--- src/rtl/lives_manager.sv ---
// lives_manager: tracks the player's remaining lives.
// A non-fatal ship hit costs one life, pulses hitPulse and opens an
// invulnerability window that lasts a fixed number of video frames.
// Losing the last life raises a sticky gameOver level, which only
// resetN clears. A bonus life adds one life, saturating at MAX_LIVES.
// All outputs come straight from registers.
module lives_manager #(
    parameter int INIT_LIVES    = 3,
    parameter int MAX_LIVES     = 5,
    parameter int LIVES_W       = 3,
    parameter int INVULN_FRAMES = 60,
    parameter int FRAME_W       = 8
) (
    input  logic               clk,
    input  logic               resetN,
    input  logic               startOfFrame,
    input  logic               collision,
    input  logic               extraLife,
    output logic [LIVES_W-1:0] lives,
    output logic               invulnerable,
    output logic               hitPulse,
    output logic               gameOver
);

    typedef enum logic [1:0] {
        S_ALIVE  = 2'd0,
        S_INVULN = 2'd1,
        S_DEAD   = 2'd2
    } state_t;

    localparam logic [LIVES_W-1:0] L_MAX  = LIVES_W'(MAX_LIVES);
    localparam logic [LIVES_W-1:0] L_INIT = LIVES_W'(INIT_LIVES);
    localparam logic [LIVES_W-1:0] L_ONE  = LIVES_W'(1);
    localparam logic [LIVES_W-1:0] L_ZERO = LIVES_W'(0);
    localparam logic [FRAME_W-1:0] T_LOAD = FRAME_W'(INVULN_FRAMES);
    localparam logic [FRAME_W-1:0] T_ONE  = FRAME_W'(1);
    localparam logic [FRAME_W-1:0] T_ZERO = FRAME_W'(0);

    state_t             r_state;
    logic [LIVES_W-1:0] r_lives;
    logic [FRAME_W-1:0] r_timer;
    logic               r_invuln;
    logic               r_hit;
    logic               r_gameover;

    logic               w_fatal;
    logic               w_window_end;

    // One extra life, never beyond the ceiling.
    function automatic logic [LIVES_W-1:0] f_inc_sat(input logic [LIVES_W-1:0] l);
        if (l >= L_MAX) begin
            return L_MAX;
        end else begin
            return l + L_ONE;
        end
    endfunction

    // Lives after an accepted hit: minus one, plus a same-cycle bonus,
    // clamped to [0, MAX_LIVES].
    function automatic logic [LIVES_W-1:0] f_hit_lives(input logic [LIVES_W-1:0] l,
                                                       input logic              xl);
        if (xl) begin
            return (l >= L_MAX) ? L_MAX : l;
        end else begin
            return (l == L_ZERO) ? L_ZERO : l - L_ONE;
        end
    endfunction

    // A hit on the last life with no bonus to offset it ends the game.
    assign w_fatal      = collision && !extraLife && (r_lives <= L_ONE);
    // The frame pulse that consumes the final frame of the window.
    assign w_window_end = startOfFrame && (r_timer <= T_ONE);

    // Lives/invulnerability state machine with registered outputs.
    always_ff @(posedge clk or negedge resetN) begin
        if (!resetN) begin
            r_state    <= S_ALIVE;
            r_lives    <= L_INIT;
            r_timer    <= T_ZERO;
            r_invuln   <= 1'b0;
            r_hit      <= 1'b0;
            r_gameover <= 1'b0;
        end else begin
            case (r_state)
                S_ALIVE: begin
                    if (collision && w_fatal) begin
                        r_lives    <= L_ZERO;
                        r_gameover <= 1'b1;
                        r_invuln   <= 1'b0;
                        r_hit      <= 1'b0;
                        r_state    <= S_DEAD;
                    end else if (collision) begin
                        // Loading the timer here takes precedence over any
                        // frame pulse in this same cycle.
                        r_lives  <= f_hit_lives(r_lives, extraLife);
                        r_timer  <= T_LOAD;
                        r_invuln <= 1'b1;
                        r_hit    <= 1'b1;
                        r_state  <= S_INVULN;
                    end else if (extraLife) begin
                        r_lives <= f_inc_sat(r_lives);
                        r_hit   <= 1'b0;
                    end else begin
                        r_hit <= 1'b0;
                    end
                end
                S_INVULN: begin
                    r_hit <= 1'b0;
                    if (extraLife) begin
                        r_lives <= f_inc_sat(r_lives);
                    end else begin
                        r_lives <= r_lives;
                    end
                    if (w_window_end) begin
                        r_timer  <= T_ZERO;
                        r_invuln <= 1'b0;
                        r_state  <= S_ALIVE;
                    end else if (startOfFrame) begin
                        r_timer  <= r_timer - T_ONE;
                        r_invuln <= 1'b1;
                    end else begin
                        r_invuln <= 1'b1;
                    end
                end
                S_DEAD: begin
                    r_lives    <= L_ZERO;
                    r_gameover <= 1'b1;
                    r_invuln   <= 1'b0;
                    r_hit      <= 1'b0;
                    r_timer    <= T_ZERO;
                end
                default: begin
                    // An illegal state encoding is treated as game over.
                    r_state    <= S_DEAD;
                    r_lives    <= L_ZERO;
                    r_gameover <= 1'b1;
                    r_invuln   <= 1'b0;
                    r_hit      <= 1'b0;
                    r_timer    <= T_ZERO;
                end
            endcase
        end
    end

    assign lives        = r_lives;
    assign invulnerable = r_invuln;
    assign hitPulse     = r_hit;
    assign gameOver     = r_gameover;

endmodule

--- config.mk ---
export PLATFORM = sky130hd
export DESIGN_NAME = lives_manager
export DESIGN_NICKNAME = d
export VERILOG_FILES = /design/src/rtl/lives_manager.sv
export SDC_FILE = /design/constraint.sdc
export NUM_CORES = 1
export LEC_CHECK = 0
export CORE_AREA = 2 2 84 46
export CTS_CLUSTER_SIZE = 25
export DETAILED_ROUTE_END_ITERATION = 10
export DIE_AREA = 0 0 86 48
export HOLD_SLACK_MARGIN = 0.02
export PLACE_DENSITY = 0.44
export SLEW_MARGIN = 20
export SYNTH_ARGS = -nofsm -noshare
export SYNTH_HDL_FRONTEND = slang
export SYNTH_SLANG_ARGS = --single-unit
--- constraint.sdc ---
create_clock -name clk -period 3.4 [get_ports clk]
set_input_delay 0.85 -clock clk [delete_from_list [all_inputs] [get_ports clk]]
set_output_delay 0.85 -clock clk [all_outputs]
set_load 0.01 [all_outputs]
==> results.json, run 1 <==
{
  "yosysSeqAreaShare": 0.415,
  "crit_path_max_incr_delay_ps": 690,
  "postCtsHoldBufs": 0,
  "rows": 15,
  "io_buffers": 10,
  "period_share": 0.737,
  "synth_cells": 103,
  "grt_max_degree": 17,
  "yosysWarnings": 0,
  "final_max_slew_viol_count": 0,
  "clock-sinks": 16,
  "area_delta_synth_final_pct": 20.0,
  "p_leak_nw": 0.492,
  "crit_chain": "clkdlybuf4s50_1 > or3_1 > a21boi_1 > buf_4 > or4_1 > a31oi_1",
  "layout_commonest_cell": "dfrtp_1",
  "grt_pass1_vias": 720,
  "hold_slack_ps": 494,
  "dpl-instance-area_sq_um": 1110,
  "critPathBufInv": 2,
  "crit_slowest_cell": "clkdlybuf4s50_1",
  "status": "finished, final reports clean",
  "core_area_sq_um": 3320,
  "crit_family": "buffers and inverters",
  "synth_enable_flop_cells": 0,
  "async_flop_share": 1.00,
  "cts.clk_slew.worst_paths_ps": 70,
  "drt-initial-drc-count": 52,
  "critPathMaxFanout": 12,
  "diodes": 0,
  "ant_nets": 0,
  "stdcell_count": 155,
  "grt_pass1_wl_um": 3800,
  "ctsHtreeMaxLevel": 1,
  "cap_violations": 0,
  "gp_congestion": 0.787,
  "dp_hpwl_um": 1650,
  "rsz0062_at_grt": "no",
  "finClkSkew_ps": 5.57,
  "die_height_um": 48,
  "vdd_drop_max_mv": 0.130,
  "antenna_found_initial": 0,
  "fmax_ghz": 0.399,
  "synth_ff_type": "dfrtp_1",
  "setup_tns_ps": 0,
  "synth-seq-cells": 16,
  "worst_pin_slew_ps": 714,
  "grt-ovfl-total": 0,
  "hold_viol": 0,
  "arrival_ps": 2680,
  "cts_root_buf": "clkbuf_8",
  "final_net_count": 125,
  "max_slew_margin": 0.523,
  "io_pins": 11,
  "setup_viol": 0,
  "min_period_ps": 2500,
  "yosys.cell_types.count": 38,
  "layout_common_cells": "dfrtp_1 (14), clkdlybuf4s50_1 (10), nor2_1 (9)",
  "cellPowerDensity_nw_per_um2": 333,
  "drc_errors": 0,
  "viasPerCell": 5.34,
  "hold_path.class": "reg2reg",
  "cts.repair.resized": 0,
  "synth_area_sq_um": 971,
  "crit_type": "in2reg",
  "grt.total_usage": 0.125,
  "dieWidth_um": 86,
  "final_area_sq_um": 1160,
  "cp.required_ps": 3570,
  "cp-end-kind": "flip-flop",
  "numCtsBuffers": 3,
  "die_area_sq_um": 4130,
  "dpl.cell_count": 151,
  "avgSynthCellArea_sq_um": 9.43,
  "drt-pass1-iter-count": 4,
  "post-cts-setup-buffers": 0,
  "drive_gt1_frac": 0.106,
  "final_util": 0.351,
  "cts_buffer_depth": 2,
  "drt-total-wl_um": 2290,
  "start_kind": "input port",
  "clk_latency_ps": 250,
  "tritoncts": "yes",
  "routedWlPerCell_um": 14.8,
  "start_util": 0.292,
  "syn_nets": 114,
  "vias": 828
}
## layout make-up
cell class	count	area, sq um
repair buffers	11	108
inverters	6	22.5
well taps	42	52.6
fillers	326	2160
flip-flops and latches	16	403
clock buffers	4	55.1
multi-input cells	76	524
## kinds of logic (layout without fill, tap and decap cells)
kind of cell / Yosys count / in the layout / share of synthesized area
buffers and inverters: 11 / 21 / 0.0451
AND/OR/NAND/NOR: 37 / 37 / 0.219
AO/OA/AOI/OAI: 33 / 33 / 0.244
adder cells (fa/ha/maj): 6 / 6 / 0.0773
flip-flops: 16 / 16 / 0.415
## routing by layer
layer	vias up	share of wire	GRT usage
li1	412	-	-
met4	0	0.0048	0.0413
met1	393	0.58	0.189
met3	2	0.055	0.0500
met2	21	0.36	0.153
met5	-	0	0
## worst paths after layout
kind	slack [ps]	end	cells past startpoint	startpoint
max	900	r_timer[4]	6	extraLife
min	490	gameOver	1	gameOver
max reg2reg	1510	r_timer[4]	5	r_timer[0]
min reg2reg	490	gameOver	1	gameOver
max in group asynchronous	1920	r_timer[5]	1	resetN
min in group asynchronous	1020	r_timer[0]	1	resetN
## cell usage after synthesis (3+ instances only)
| cell | number | area [sq um] |
|---|---|---|
| nor2_1 | 9 | 33.8 |
| a31oi_1 | 3 | 18.8 |
| o41ai_1 | 3 | 26.3 |
| o21ai_0 | 6 | 30.0 |
| a21oi_1 | 5 | 25.0 |
| nand3_1 | 3 | 15.0 |
| nor3_1 | 6 | 30.0 |
| nand2b_1 | 3 | 18.8 |
| dfrtp_1 | 14 | 350 |
| clkbuf_1 | 3 | 11.3 |
| ha_1 | 6 | 75.1 |
| inv_1 | 6 | 22.5 |
| or3_1 | 4 | 25.0 |
## flip-flops by register name, indices dropped and copies added, names as in the netlist
name,count
gameOver,1
hitPulse,1
invulnerable,1
lives,3
r_state,2
r_timer,8
## through the flow
stage | total power [mW] | worst slack (ps)
finish | 0.388 | 895
global route | 0.405 | 803
CTS | 0.394 | 914
detailed placement | 0.221 | 653
global placement | 0.222 | 631
floorplan | 0.208 | 1400
## worst register-to-register path, cell delays in order (launching register included)
cell	delay, ps
dfrtp_1	430
inv_1	80
ha_1	190
or3b_2	510
or4_1	420
a31oi_1	170
## where the power goes
part	switching, mW	internal, mW	leakage (nW)	total (mW)
clock network	0.0674	0.103	0.0288	0.170
registers	0	0.191	0.206	0.191
logic	0.0153	0.0114	0.258	0.0267
Power figures use the tool's default switching activity.
==> inputs of run 2 (changes only) <==
==> constraint.sdc (replaced) <==
create_clock -name clk -period 2.33 [get_ports clk]
set_input_delay 0.5825 -clock clk [delete_from_list [all_inputs] [get_ports clk]]
set_output_delay 0.5825 -clock clk [all_outputs]
set_load 0.01 [all_outputs]
==> run 2 against run 1 <==
Net effect:
- critical endpoint is now r_timer[7]
- final area increased by 3.3%
- largest cell class unchanged
- sequential cell count unchanged
- global-route usage increased by 0.94 points
- via count increased by 2.3%
- combinational power increased by 82%
- clock skew decreased by 4.7 ps
- first-iteration DRC count increased by 9.6%
- utilization increased by 1.2 points
- wire length increased by 3.9%
==> results.json, run 2 (synthesis gave the netlist of run 1 again) <==
{
  "rsz0062_at_grt": "no",
  "fmax_ghz": 0.486,
  "wl_met2_um": 882,
  "die_height_um": 48,
  "clock-sinks": 16,
  "dieWidth_um": 86,
  "dp_hpwl_um": 1830,
  "layout_common_cells": "dfrtp_1 (14), clkdlybuf4s50_1 (10), nor2_1 (9), buf_4 (8)",
  "largest_reg_flops": 8,
  "arrival_ps": 2170,
  "p_seq_frac": 0.525,
  "drive_gt1_frac": 0.151,
  "cp-end-kind": "flip-flop",
  "viasPerCell": 5.26,
  "hold_slack_ps": 477,
  "grt_pass1_vias": 794,
  "tritoncts": "yes",
  "cts.clk_slew.worst_paths_ps": 60,
  "vias": 847,
  "vdd_drop_max_mv": 0.175,
  "pwr-share-comb": 0.091,
  "power_frac_clock": 0.383,
  "drt-pass1-iter-count": 4,
  "finClkSkew_ps": 0.894,
  "start_util": 0.292,
  "cts_root_buf": "clkbuf_8",
  "start_kind": "input port",
  "io_buffers": 10,
  "cts.repair.resized": 0,
  "crit_type": "in2reg",
  "p_sw_mw": 0.113,
  "setup_viol": 0,
  "p_leak_nw": 0.518,
  "sw_frac_of_total": 0.213,
  "grt.total_usage": 0.134,
  "grt_max_degree": 14,
  "period_share": 0.884,
  "setup_tns_ps": 0,
  "cp.required_ps": 2450,
  "min_from": "gameOver",
  "startpoint": "startOfFrame",
  "io_pins": 11,
  "hold_path.class": "reg2reg",
  "max_slew_margin": 0.716,
  "drt-initial-drc-count": 57,
  "numCtsBuffers": 3,
  "routedWlPerCell_um": 14.8,
  "ctsHtreeMaxLevel": 1,
  "clk_latency_ps": 250,
  "ant_nets": 0,
  "min_period_ps": 2060,
  "drc_errors": 0,
  "final_max_slew_viol_count": 0,
  "highest_layer": "met3",
  "top_register": "r_timer",
  "cap_violations": 0,
  "status": "finished, final reports clean",
  "postCtsHoldBufs": 0,
  "diodes": 0,
  "grt_pass1_wl_um": 4110,
  "grt-ovfl-total": 0,
  "area_delta_synth_final_pct": 24.0,
  "m1WireLength_um": 1380,
  "core_area_sq_um": 3320,
  "met3_length_um": 109,
  "post-cts-setup-buffers": 0,
  "final_net_count": 132,
  "worst_pin_slew_ps": 424,
  "hold_viol": 0,
  "die_area_sq_um": 4130,
  "antenna_found_initial": 0,
  "rows": 15,
  "p_int_mw": 0.417,
  "critPathMaxFanout": 3,
  "drt-total-wl_um": 2380,
  "timing.rr.start": "r_timer[0]",
  "cts_buffer_depth": 2,
  "cellPowerDensity_nw_per_um2": 440,
  "gp_congestion": 0.795,
  "layout_commonest_cell": "dfrtp_1"
}
==> run 2: cell count changes in the layout (fill, tap and decap cells not counted), sizes merged <==
cell    delta
buf        +7
clkbuf     -1
==> run 2: power by group through the flow <==
stage / logic (mW) / clock network, mW / registers (mW)
CTS: 0.0489 / 0.214 / 0.278
global route: 0.0541 / 0.232 / 0.278
floorplan: 0.0210 / 0 / 0.283
finish: 0.0485 / 0.203 / 0.278
detailed placement: 0.0487 / 0 / 0.283
global placement: 0.0492 / 0 / 0.283
==> run 2: critical path, cell delays in order <==
cell	delay, ps
clkdlybuf4s50_1	470
or4b_4	470
o211a_1	240
o311ai_1	280
o41ai_1	130
==> run 2: metal layers <==
| layer | up-vias | track usage |
|---|---|---|
| li1 | 422 | - |
| met1 | 408 | 0.204 |
| met2 | 17 | 0.177 |
| met3 | 0 | 0.0483 |
| met4 | 0 | 0.0286 |
| met5 | - | 0 |
==> run 2: cell type report <==
type | count | area, sq um
clock buffers | 3 | 41.3
flip-flops and latches | 16 | 403
well taps | 42 | 52.6
repair buffers | 18 | 160
multi-input cells | 76 | 524
fillers | 348 | 2120
inverters | 6 | 22.5
==> run 2: worst paths after layout <==
kind / end / slack (ps) / depth (start not counted)
max: r_timer[7] / 270 / 5
min: gameOver / 480 / 1
max reg2reg: r_timer[7] / 380 / 7
min reg2reg: gameOver / 480 / 1
max in group asynchronous: lives[1] / 1140 / 2
min in group asynchronous: r_timer[3] / 640 / 1
==> run 2: stage by stage <==
stage          setup WS (ps)  utilization  cells  total power [mW]  cell area (sq um)
2_1_floorplan            595            -    103             0.304                971
3_3_place_gp            34.9        0.350    158             0.332               1160
3_5_place_dp            8.61        0.350    158             0.332               1160
4_1_cts                  279        0.362    161             0.541               1200
5_1_grt                  162        0.362    161             0.564               1200
6_report                 271        0.362    161             0.530               1200
